<file path="config.mk">
export PLATFORM = sky130hd
export DESIGN_NAME = reg_select_sink
export DESIGN_NICKNAME = d
export VERILOG_FILES = /design/src/rtl/reg_select_sink.sv
export SDC_FILE = /design/constraint.sdc
export NUM_CORES = 1
export LEC_CHECK = 0
export BUFFER_PORTS_ARGS = -buffer_cell sky130_fd_sc_hd__buf_2
export CAP_MARGIN = 5
export CORE_AREA = 2 2 245 247
export DETAILED_ROUTE_END_ITERATION = 10
export DIE_AREA = 0 0 247 249
export GPL_TIMING_DRIVEN = 1
export PLACE_DENSITY_LB_ADDON = 0.25
export SETUP_SLACK_MARGIN = 0.15
export SLEW_MARGIN = 20
export SYNTH_ARGS = -nofsm -noshare
export SYNTH_HDL_FRONTEND = slang
export SYNTH_SLANG_ARGS = --single-unit
</file>
<file path="constraint.sdc">
create_clock -name clk -period 5.4 [get_ports clk]
set_input_delay 0.81 -clock clk [delete_from_list [all_inputs] [get_ports clk]]
set_output_delay 0.81 -clock clk [all_outputs]
set_load 0.01 [all_outputs]
</file>
<file path="src/rtl/reg_select_sink.sv">
// rtl/reg_select_sink.sv - IR latch, Ra/Rb/Rc field select, 16x32 register bank and bus strobes
module reg_select_sink (
    input  logic        clk,
    input  logic        clr,
    input  logic [31:0] BusMuxOut,
    input  logic        IRin,
    input  logic        Gra,
    input  logic        Grb,
    input  logic        Grc,
    input  logic        Rin,
    input  logic        Rout,
    input  logic        BAout,
    output logic        R0out,
    output logic        R1out,
    output logic        R2out,
    output logic        R3out,
    output logic        R4out,
    output logic        R5out,
    output logic        R6out,
    output logic        R7out,
    output logic        R8out,
    output logic        R9out,
    output logic        R10out,
    output logic        R11out,
    output logic        R12out,
    output logic        R13out,
    output logic        R14out,
    output logic        R15out,
    output logic [31:0] BusMuxIn_R0,
    output logic [31:0] BusMuxIn_R1,
    output logic [31:0] BusMuxIn_R2,
    output logic [31:0] BusMuxIn_R3,
    output logic [31:0] BusMuxIn_R4,
    output logic [31:0] BusMuxIn_R5,
    output logic [31:0] BusMuxIn_R6,
    output logic [31:0] BusMuxIn_R7,
    output logic [31:0] BusMuxIn_R8,
    output logic [31:0] BusMuxIn_R9,
    output logic [31:0] BusMuxIn_R10,
    output logic [31:0] BusMuxIn_R11,
    output logic [31:0] BusMuxIn_R12,
    output logic [31:0] BusMuxIn_R13,
    output logic [31:0] BusMuxIn_R14,
    output logic [31:0] BusMuxIn_R15,
    output logic [31:0] C_sign_extended,
    output logic [31:0] IR_q,
    output logic        sel_err
);

    logic [31:0] ir_q;
    logic [31:0] ir_d;
    logic [31:0] regs_q [16];
    logic        sel_err_q;
    logic        sel_err_d;

    logic [3:0]  sel;
    logic        any_gr;
    logic        multi_gr;
    logic [15:0] dec;
    logic [15:0] strobe;

    // Field select from the registered IR; overlapping Gr controls OR their fields together
    always_comb begin
        sel = 4'd0;
        if (Gra) sel = sel | ir_q[26:23];
        if (Grb) sel = sel | ir_q[22:19];
        if (Grc) sel = sel | ir_q[18:15];
        any_gr   = Gra | Grb | Grc;
        multi_gr = (Gra & Grb) | (Gra & Grc) | (Grb & Grc);
        dec      = any_gr ? (16'd1 << sel) : 16'd0;
        strobe   = (Rout | BAout) ? dec : 16'd0;
    end

    // Next-state for IR and the sticky multi-select error
    always_comb begin
        ir_d      = IRin ? BusMuxOut : ir_q;
        sel_err_d = sel_err_q | (multi_gr & (Rin | Rout | BAout));
    end

    // IR and error flag; clr overrides any load in the same cycle
    always_ff @(posedge clk) begin
        if (clr) begin
            ir_q      <= 32'd0;
            sel_err_q <= 1'b0;
        end else begin
            ir_q      <= ir_d;
            sel_err_q <= sel_err_d;
        end
    end

    // Register bank: the decoded register loads from the bus when Rin is asserted
    always_ff @(posedge clk) begin
        for (int i = 0; i < 16; i++) begin
            if (clr) begin
                regs_q[i] <= 32'd0;
            end else if (Rin && dec[i]) begin
                regs_q[i] <= BusMuxOut;
            end
        end
    end

    assign IR_q            = ir_q;
    assign sel_err         = sel_err_q;
    assign C_sign_extended = {{13{ir_q[18]}}, ir_q[18:0]};

    assign {R15out, R14out, R13out, R12out, R11out, R10out, R9out, R8out,
            R7out, R6out, R5out, R4out, R3out, R2out, R1out, R0out} = strobe;

    // R0 used as a base address reads as zero; storage is left alone
    assign BusMuxIn_R0  = (BAout && (sel == 4'd0)) ? 32'd0 : regs_q[0];
    assign BusMuxIn_R1  = regs_q[1];
    assign BusMuxIn_R2  = regs_q[2];
    assign BusMuxIn_R3  = regs_q[3];
    assign BusMuxIn_R4  = regs_q[4];
    assign BusMuxIn_R5  = regs_q[5];
    assign BusMuxIn_R6  = regs_q[6];
    assign BusMuxIn_R7  = regs_q[7];
    assign BusMuxIn_R8  = regs_q[8];
    assign BusMuxIn_R9  = regs_q[9];
    assign BusMuxIn_R10 = regs_q[10];
    assign BusMuxIn_R11 = regs_q[11];
    assign BusMuxIn_R12 = regs_q[12];
    assign BusMuxIn_R13 = regs_q[13];
    assign BusMuxIn_R14 = regs_q[14];
    assign BusMuxIn_R15 = regs_q[15];

endmodule

</file>
==> results of run 1 <==
-- layer usage --
layer	wire length, um	GRT usage (%)
met5	46	0
met4	1860	6.30
met3	5710	4.70
met2	36400	39.3
met1	27900	28.6
-- state kept, by name, summed over array words and instances (netlist names) --
register,flops
regs_q,512
sel_err,1
IR_q,32
-- power groups by stage --
stage               combinational, uW  sequential, uW  clock (uW)
global route                      947            4920        4070
CTS                               893            4910        3910
finish                            891            4910        3860
detailed placement                891            5000           0
floorplan                         484            5020           0
global placement                  867            5000           0
-- metrics by stage --
step                      instance area, um^2  setup WS, ps  std cells  util (%)  hold WS [ps]
final                                   26200          1190       2846      44.6           452
after global routing                    26200           991       2842      44.6           454
after CTS                               26000           741       2835      44.4           419
after detailed placement                24200           970       2733      41.3           462
after global placement                  24100          1160       2726      41.0           460
after floorplan                         22000          1510       1684         -           502
-- layout by cell type (no fill, tap or decap), drive strengths merged, types with 20 or more instances in the layout --
cell and n:
a21boi 32, and3b 32, buf 663, clkbuf 70, clkinv 20, dfxtp 33, edfxtp 512, mux2i 32
nand2 33, nand2b 33, nor2 561
-- Yosys cell counts (2+ instances only) --
cell type / number
buf_2: 19
o21bai_1: 17
mux2i_1: 32
and3b_1: 32
edfxtp_1: 512
clkbuf_1: 91
nand4b_1: 2
or3_1: 3
nand2_1: 33
buf_1: 9
buf_6: 6
a21boi_0: 32
nand2b_1: 33
dfxtp_1: 33
or3b_1: 2
nor2_1: 561
buf_4: 256
a222oi_1: 4
-- worst max-delay path, stage by stage, from the launching register on --
cell and delay [ps]:
dfxtp_1 760, a222oi_1 320, clkbuf_2 230, nand4_1 120, buf_4 420, buf_4 570, nor2_1 80, buf_2 180
-- cell type report --
type | instances | area (um^2) | area share (%)
multi-input cells | 758 | 3760 | 14.4
clock buffers | 69 | 1470 | 5.62
well taps | 773 | 967 | 3.69
clock inverters | 33 | 330 | 1.26
flip-flops and latches | 545 | 16000 | 61.2
repair buffers | 664 | 3620 | 13.8
diodes | 4 | 10.0 | 0.0382
-- cells by family after synthesis --
kind of cell               Yosys count  share of synthesized area, %
and+or+nand+nor                    670                          12.7
DFF                                545                          72.7
buffers and inverters              381                          11.2
AOI/OAI and AO/OA                   55                          1.90
muxes                               32                          1.45
adders and majority gates            1                        0.0454
-- worst paths after layout --
path | start | to | slack, ps | depth (start not counted)
setup / recovery | IR_q[18]$_SDFFE_PP0P_ | R0out | 1190 | 7
hold / removal | BusMuxOut[25] | IR_q[25]$_SDFFE_PP0P_ | 450 | 3
setup reg to reg | IR_q[18]$_SDFFE_PP0P_ | regs_q[0][46]$_SDFFCE_PN0P_ | 1960 | 4
hold reg to reg | sel_err$_SDFF_PP0_ | sel_err$_SDFF_PP0_ | 500 | 2
==> flow_summary_export.csv, run 1 <==
group,metric,value,unit
status,status,"finished, final reports clean",
synthesis,synth_cell_types,25,
timing,maxSlewHeadroom,26.0,%
route,drc_errors,0,
synthesis,synth_area_leader_cell,"edfxtp_1",
timing,fin_crit_sh,77.9,%
route,drt-initial-drc-count,1029,
power_and_ir_drop,vdd_ir_drop_max,0.235,mV
synthesis,synth_area_leaders,"edfxtp_1 (70%), nor2_1 (9.6%), buf_4 (8.7%), dfxtp_1 (3.0%), clkbuf_1 (1.5%)",
synthesis,synth_fp_nets,1725,
global_routing,grt_pass1_wl,99400,um
clock_network,postCtsHoldBufs,0,
finish,nets,2066,
clock_network,cts_setup_buffers,0,
floorplanning,num_io_pins,634,
finish,syn2layout_area_growth,18.8,%
floorplanning,die_area,61500,um^2
critical_path,worstSetupPathType,"register to output pin",
power_and_ir_drop,finalPower,9660,uW
run,drv_cap,0,
synthesis,ys_warn_count,0,
clock_network,clock_path_buffers,3,
global_routing,first_global_vias,13400,
synthesis,avgSynthCellArea,13.1,um^2
clock_network,cts_buffers,56,
timing,rsz0062_at_grt,"false",
synthesis,synth_edf_count,512,
power_and_ir_drop,leakagePower,0.0107,uW
global_routing,grt_max_degree,52,
power_and_ir_drop,pwr-share-seq,50.8,%
clock_network,clk_latency,610,ps
route,dr.pass1.iters,7,
timing,tns,0,ps
route,routed_wirelength,72000,um
timing,layout_min_cycle_time,4210,ps
placed_design,gp_congestion,0.831,
finish,drive_gt1_share,36.9,%
route,routed_via_density,4.85,
synthesis,synthCells,1684,
timing,maxSlewViolCount,0,
critical_path,worstPathArrival,3400,ps
route,ant_nets,0,
power_and_ir_drop,powerDensity,369,nW/um^2
placed_design,port_buffers,633,
power_and_ir_drop,p_sw,2350,uW
critical_path,cp-end-kind,"output pin",
route,num_vias,13800,
clock_network,cts_root_buf,"clkbuf_16",
clock_network,clk_pin_slew,70,ps
floorplanning,initial_core_util,37.6,%
synthesis,syn-cell-area,22000,um^2
floorplanning,die_h,249,um
timing,fmax,0.238,GHz
clock_network,tritoncts,"built",
placed_design,post-dp-hpwl,51500,um
floorplanning,core,58700,um^2
power_and_ir_drop,power_frac_clock,40.0,%
global_routing,grt_usage,22.7,%
clock_network,htreeDepth,2,
synthesis,yosysSeqAreaShare,72.7,%
finish,fill_cells,5308,
route,wl_per_cell,25.3,um
clock_network,clock_sinks,545,
timing,setup_violations,0,
critical_path,path_max_fanout,38,
synthesis,ys.flop_type,"edfxtp_1",
synthesis,async_flop_share,0,%
timing,tightest_slew,1110,ps
floorplanning,num_rows,89,
critical_path,crit_required,4590,ps
power_and_ir_drop,pwr-share-comb,9.2,%
power_and_ir_drop,internal_power,7310,uW
timing,fin_worst_skew,31.0,ps
clock_network,cts_resized,0,
power_and_ir_drop,swShare,24.3,%
floorplanning,die_w,247,um
critical_path,startpoint_type,"register",
synthesis,yosys.area.top_type_share,69.7,%
worst_hold_path,hp-class,"primary input to register",
synthesis,synth-seq-cells,545,
timing,final-hold-violation-count,0,
global_routing,grt-ovfl-total,0,
global_routing,antenna_found_initial,8,
Note: power is estimated with default switching activity, not from simulation.
==> run 2, diff against run 1 <==
==> constraint.sdc (replaced) <==
create_clock -name clk -period 3.9 [get_ports clk]
set_input_delay 0.585 -clock clk [delete_from_list [all_inputs] [get_ports clk]]
set_output_delay 0.585 -clock clk [all_outputs]
set_load 0.01 [all_outputs]
==> run 2 against run 1 <==
Compared with the run above:
- die area stayed put
- total power is 35% higher
- core utilization is 0.19 points lower
- routed wire length fell by 0.85%
- clock power grew 31%
- largest cell class unchanged
- largest power group unchanged
==> flow_summary_export.csv, run 2 (synthesis results as in run 1) <==
group,metric,value,unit
status,status,"finished, final reports clean",
global_routing,grt-ovfl-total,0,
critical_path,worstPathBufferInverterCount,3,
clock_network,cts_root_buf,"clkbuf_16",
critical_path,cpPeakStageDelay,760,ps
route,ant_nets,0,
critical_path,path_max_fanout,32,
power_and_ir_drop,pwr-share-seq,51.8,%
floorplanning,initial_core_util,37.6,%
finish,drive_gt1_share,37.1,%
placed_design,dp.cells,2748,
critical_path,crit_path_frequent_cell,"buf_4",
power_and_ir_drop,power_frac_clock,38.7,%
timing,rsz0062_at_grt,"false",
timing,setup_violations,0,
timing,fin_worst_skew,20.6,ps
power_and_ir_drop,internal_power,9840,uW
finish,final_common_cell,"buf_2",
clock_network,clk_pin_slew,60,ps
timing,setup_ws,421,ps
timing,fmax,0.287,GHz
floorplanning,num_io_pins,634,
critical_path,critPathTopFamily,"flip-flops",
clock_network,cts_buffers,56,
finish,fill_cells,5392,
power_and_ir_drop,p_sw,3230,uW
timing,fin_crit_sh,89.2,%
global_routing,grt_max_degree,82,
clock_network,clock_sinks,545,
run,drv_cap,0,
placed_design,place_ws,793,ps
clock_network,clock_path_buffers,3,
route,routed_wirelength,71300,um
timing,maxSlewHeadroom,29.6,%
timing,fin_hold_ws,227,ps
floorplanning,die_area,61500,um^2
critical_path,crit_slowest_cell,"dfxtp_1",
timing,final-hold-violation-count,0,
clock_network,htreeDepth,2,
finish,top_register,"regs_q",
worst_hold_path,hp-class,"primary input to register",
timing,tightest_slew,1050,ps
critical_path,crit_required,3310,ps
finish,instances_no_fill,2862,
power_and_ir_drop,powerDensity,501,nW/um^2
timing,layout_min_cycle_time,3480,ps
power_and_ir_drop,vdd_ir_drop_max,0.299,mV
route,routed_via_density,4.85,
placed_design,post-dp-hpwl,51200,um
finish,syn2layout_area_growth,18.3,%
power_and_ir_drop,leakagePower,0.0107,uW
placed_design,port_buffers,633,
power_and_ir_drop,swShare,24.7,%
critical_path,cp-end-kind,"output pin",
global_routing,antenna_found_initial,10,
finish,nets,2078,
timing,maxSlewViolCount,0,
placed_design,gp_congestion,0.831,
critical_path,path_cells,"a222oi_1, buf_4, and4_1, buf_4, a21boi_0, buf_2",
power_and_ir_drop,pwr-share-comb,9.5,%
clock_network,postCtsHoldBufs,0,
finish,multi_input_area,3760,um^2
floorplanning,core,58700,um^2
clock_network,clk_latency,610,ps
critical_path,worstSetupPathType,"register to output pin",
finish,final_cell_mix,"buf_2 (633), nor2_1 (561), edfxtp_1 (512)",
finish,largest_reg_flops,512,
route,wl_per_cell,24.9,um
route,drc_errors,0,
timing,tns,0,ps
clock_network,cts_setup_buffers,0,
global_routing,first_global_vias,13500,
clock_network,cts_resized,0,
floorplanning,die_h,249,um
route,num_vias,13900,
floorplanning,num_rows,89,
route,drt-initial-drc-count,1018,
critical_path,worstPathArrival,2890,ps
clock_network,tritoncts,"built",
finish,final-seq-area,16000,um^2
route,dr.pass1.iters,5,
floorplanning,die_w,247,um
critical_path,startpoint_type,"register",
global_routing,grt_pass1_wl,98900,um
global_routing,grt_usage,22.5,%
## run 2: cell count changes in the layout (fill, tap and decap cells not counted), sizes merged
cell	before	now
buf	663	676
clkbuf	70	77
bufinv	6	1
clkinv	20	17
diode	4	7
clkinvlp	3	5
inv	4	3
## run 2: worst paths after layout
check,startpoint,endpoint,slack (ps),cells after the start
worst max-delay path,IR_q[18]$_SDFFE_PP0P_,BusMuxIn_R0[12],420,6
worst max register to register,IR_q[18]$_SDFFE_PP0P_,regs_q[1][169]$_SDFFCE_PN0P_,960,5
worst min register to register,IR_q[27]$_SDFFE_PP0P_,IR_q[27]$_SDFFE_PP0P_,490,2
worst min-delay path,BusMuxOut[11],IR_q[11]$_SDFFE_PP0P_,230,3
## run 2: power groups by stage
stage / clock [uW] / sequential [uW] / combinational (uW)
2_1_floorplan: 0 / 6950 / 670
3_3_place_gp: 0 / 6890 / 1240
3_5_place_dp: 0 / 6900 / 1250
4_1_cts: 5150 / 6780 / 1250
5_1_grt: 5370 / 6800 / 1320
6_report: 5060 / 6780 / 1240
## run 2: area by class of cell
type	instances	share of cell area (%)
Clock buffer	77	5.83
Timing Repair Buffer	676	13.8
Tap cell	773	3.71
Sequential cell	545	61.5
Clock inverter	26	0.686
Multi-Input combinational cell	758	14.4
Antenna cell	7	0.0672
## run 2: metrics by stage
stage / utilization (%) / cell area [um^2] / power (uW)
floorplan: - / 22000 / 7620
global placement: 41.4 / 24300 / 8130
detailed placement: 41.4 / 24300 / 8140
CTS: 44.3 / 26000 / 13200
global route: 44.4 / 26100 / 13500
finish: 44.4 / 26100 / 13100
## run 2: metal layers
layer	track usage, %	wire, um
met5	0	54
met4	6.71	1940
met1	28.0	27500
met2	38.5	35900
met3	5.38	5930
## run 2: tightest hold or removal path, cell delays in order
cell and delay [ps]:
buf_2 80, mux2i_1 60, nor2_1 70
==> run 3, diff against run 2 <==
--- a/config.mk
+++ b/config.mk
@@ -5,11 +5,12 @@
 export SDC_FILE = /design/constraint.sdc
 export NUM_CORES = 1
 export LEC_CHECK = 0
+export ABC_AREA = 1
 export BUFFER_PORTS_ARGS = -buffer_cell sky130_fd_sc_hd__buf_2
 export CAP_MARGIN = 5
-export CORE_AREA = 2 2 245 247
+export CORE_AREA = 2 2 246 248
 export DETAILED_ROUTE_END_ITERATION = 10
-export DIE_AREA = 0 0 247 249
+export DIE_AREA = 0 0 248 250
 export GPL_TIMING_DRIVEN = 1
 export PLACE_DENSITY_LB_ADDON = 0.25
 export SETUP_SLACK_MARGIN = 0.15
==> run 3 against run 2 <==
Compared with the run above:
- sequential power hardly changed
- via count is 1.3% higher
- clock skew decreased by 4.7 ps
- die area is 0.81% higher
- total power grew 1.2%
- setup slack improved by 280 ps
- critical path depth is 2 higher
- non-clock buffer count down 14
- final area down 1.2%
- critical path type unchanged
- highest routed layer is now met4
==> flow_summary_export.csv, run 3 <==
group,metric,value,unit
clock_network,cts_buffers,56,
clock_network,cts_resized,0,
synthesis,ys_warn_count,0,
critical_path,cp-end-kind,"output pin",
clock_network,clk_pin_slew,60,ps
status,status,"finished, final reports clean",
finish,final_common_cell,"buf_2",
synthesis,synth_most_common_cell,"edfxtp_1",
critical_path,worstPathArrival,2620,ps
timing,tns,0,ps
synthesis,synth_area_leader_cell,"edfxtp_1",
finish,design_area,25800,um^2
route,drc_errors,0,
timing,final-hold-violation-count,0,
timing,setup_ws,697,ps
finish,final_cell_mix,"buf_2 (631), edfxtp_1 (512), nor2_1 (402)",
synthesis,synth_cell_types,27,
critical_path,startpoint_type,"register",
global_routing,first_global_vias,13700,
global_routing,grt_pass1_wl,96300,um
synthesis,yosys.area.top_type_share,69.6,%
timing,fmax,0.312,GHz
clock_network,clock_sinks,545,
global_routing,grt_max_degree,74,
floorplanning,initial_core_util,37.1,%
synthesis,synthCells,1707,
clock_network,postCtsHoldBufs,0,
finish,nets,2096,
floorplanning,num_io_pins,634,
placed_design,port_buffers,633,
timing,fin_worst_skew,15.9,ps
clock_network,htreeDepth,2,
route,wl_per_cell,24.1,um
global_routing,grt_usage,21.8,%
timing,maxSlewViolCount,0,
placed_design,post-dp-hpwl,45900,um
synthesis,syn-cell-area,22100,um^2
finish,finalCoreUtilization,43.3,%
timing,fin_hold_ws,347,ps
clock_network,clk_latency,610,ps
placed_design,place_area,24000,um^2
synthesis,async_flop_share,0,%
route,routed_via_density,4.88,
synthesis,synth_fp_nets,1748,
finish,top_register,"regs_q",
critical_path,worstSetupPathType,"register to output pin",
synthesis,yosysSeqAreaShare,72.6,%
finish,syn2layout_area_growth,16.7,%
placed_design,place_ws,1010,ps
synthesis,ys.flop_type,"edfxtp_1",
synthesis,synth-seq-cells,545,
clock_network,tritoncts,"built",
clock_network,cts_root_buf,"clkbuf_16",
power_and_ir_drop,leakagePower,0.0113,uW
timing,setup_violations,0,
synthesis,avgSynthCellArea,12.9,um^2
synthesis,synth_area_leaders,"edfxtp_1 (70%), buf_4 (8.8%), nor2_1 (6.9%), dfxtp_1 (3.0%), nor3_1 (2.4%)",
timing,layout_min_cycle_time,3200,ps
floorplanning,num_rows,90,
clock_network,cts_setup_buffers,0,
critical_path,path_max_fanout,32,
floorplanning,die_h,250,um
route,dr.pass1.iters,5,
synthesis,synthTopCellsByCount,"edfxtp_1 (512), nor2_1 (403), buf_4 (258)",
critical_path,crit_path_frequent_cell,"nand2_1",
global_routing,grt-ovfl-total,0,
clock_network,clock_path_buffers,3,
critical_path,crit_slowest_cell,"dfxtp_1",
finish,drive_gt1_share,38.5,%
run,drv_cap,0,
floorplanning,core,59600,um^2
timing,rsz0062_at_grt,"false",
timing,tightest_slew,1080,ps
critical_path,cpPeakStageDelay,650,ps
timing,fin_crit_sh,82.1,%
synthesis,synth_edf_count,512,
floorplanning,die_w,248,um
route,routed_wirelength,69500,um
route,drt-initial-drc-count,1129,
power_and_ir_drop,powerDensity,513,nW/um^2
finish,diodes,0,
worst_hold_path,hp-class,"primary input to register",
critical_path,crit_required,3310,ps
critical_path,path_cells,"nand2_1, nand3_2, inv_2, nand3_1, buf_4, nand2_1, inv_1, buf_2",
floorplanning,die_area,62000,um^2
global_routing,antenna_found_initial,2,
placed_design,gp_congestion,0.854,
timing,maxSlewHeadroom,27.4,%
finish,largest_reg_flops,512,
route,ant_nets,0,
route,num_vias,14100,
power_and_ir_drop,vdd_ir_drop_max,0.312,mV
## run 3: kinds of logic (layout without fill, tap and decap cells)
kind of cell    count (synthesis)  count (layout)  synth area share (%)
simple gates                  648             648                  13.1
buf+inv                       447             842                  12.7
compound gates                 67              67                  1.54
flops                         545             545                  72.6
## run 3: cell type report
cell class	instances	area [um^2]
Fill cell	5557	33800
Sequential cell	545	16000
Timing Repair Buffer	662	3390
Multi-Input combinational cell	715	3290
Clock buffer	77	1550
Tap cell	782	978
Inverter	75	283
Clock inverter	28	245
## run 3: per-layer routing
metal / vias to the layer above / wire (um) / track usage (%)
met5: - / 0 / 0
met4: 0 / 2390 / 7.96
met3: 123 / 6700 / 5.77
met2: 764 / 34000 / 35.6
met1: 6973 / 26300 / 27.6
li1: 6204 / - / -
## run 3: power breakdown
group,leakage (uW),internal (uW),total [uW],switching [uW]
registers,0.00563,6680,6780,103
clock network,0.000883,3050,5310,2260
logic,0.00484,289,1140,852
## run 3: stage by stage
stage,std cells,power [uW]
after floorplan,1707,7600
after global placement,2779,8040
after detailed placement,2779,8050
after CTS,2884,13300
after global routing,2884,13600
final,2884,13200
## run 3: critical path, delay by kind of cell (launching register included)
family	cells	cell delay, ps
flops	1	650
buf+inv	4	770
simple gates	4	550
## run 3: final timing paths
kind | cells past startpoint | start | slack [ps] | endpoint
max | 8 | IR_q[18]$_SDFFE_PP0P_ | 700 | BusMuxIn_R0[4]
min | 2 | clr | 350 | sel_err$_SDFF_PP0_
max reg2reg | 7 | IR_q[18]$_SDFFE_PP0P_ | 1310 | regs_q[1][0]$_SDFFCE_PN0P_
min reg2reg | 2 | sel_err$_SDFF_PP0_ | 480 | sel_err$_SDFF_PP0_
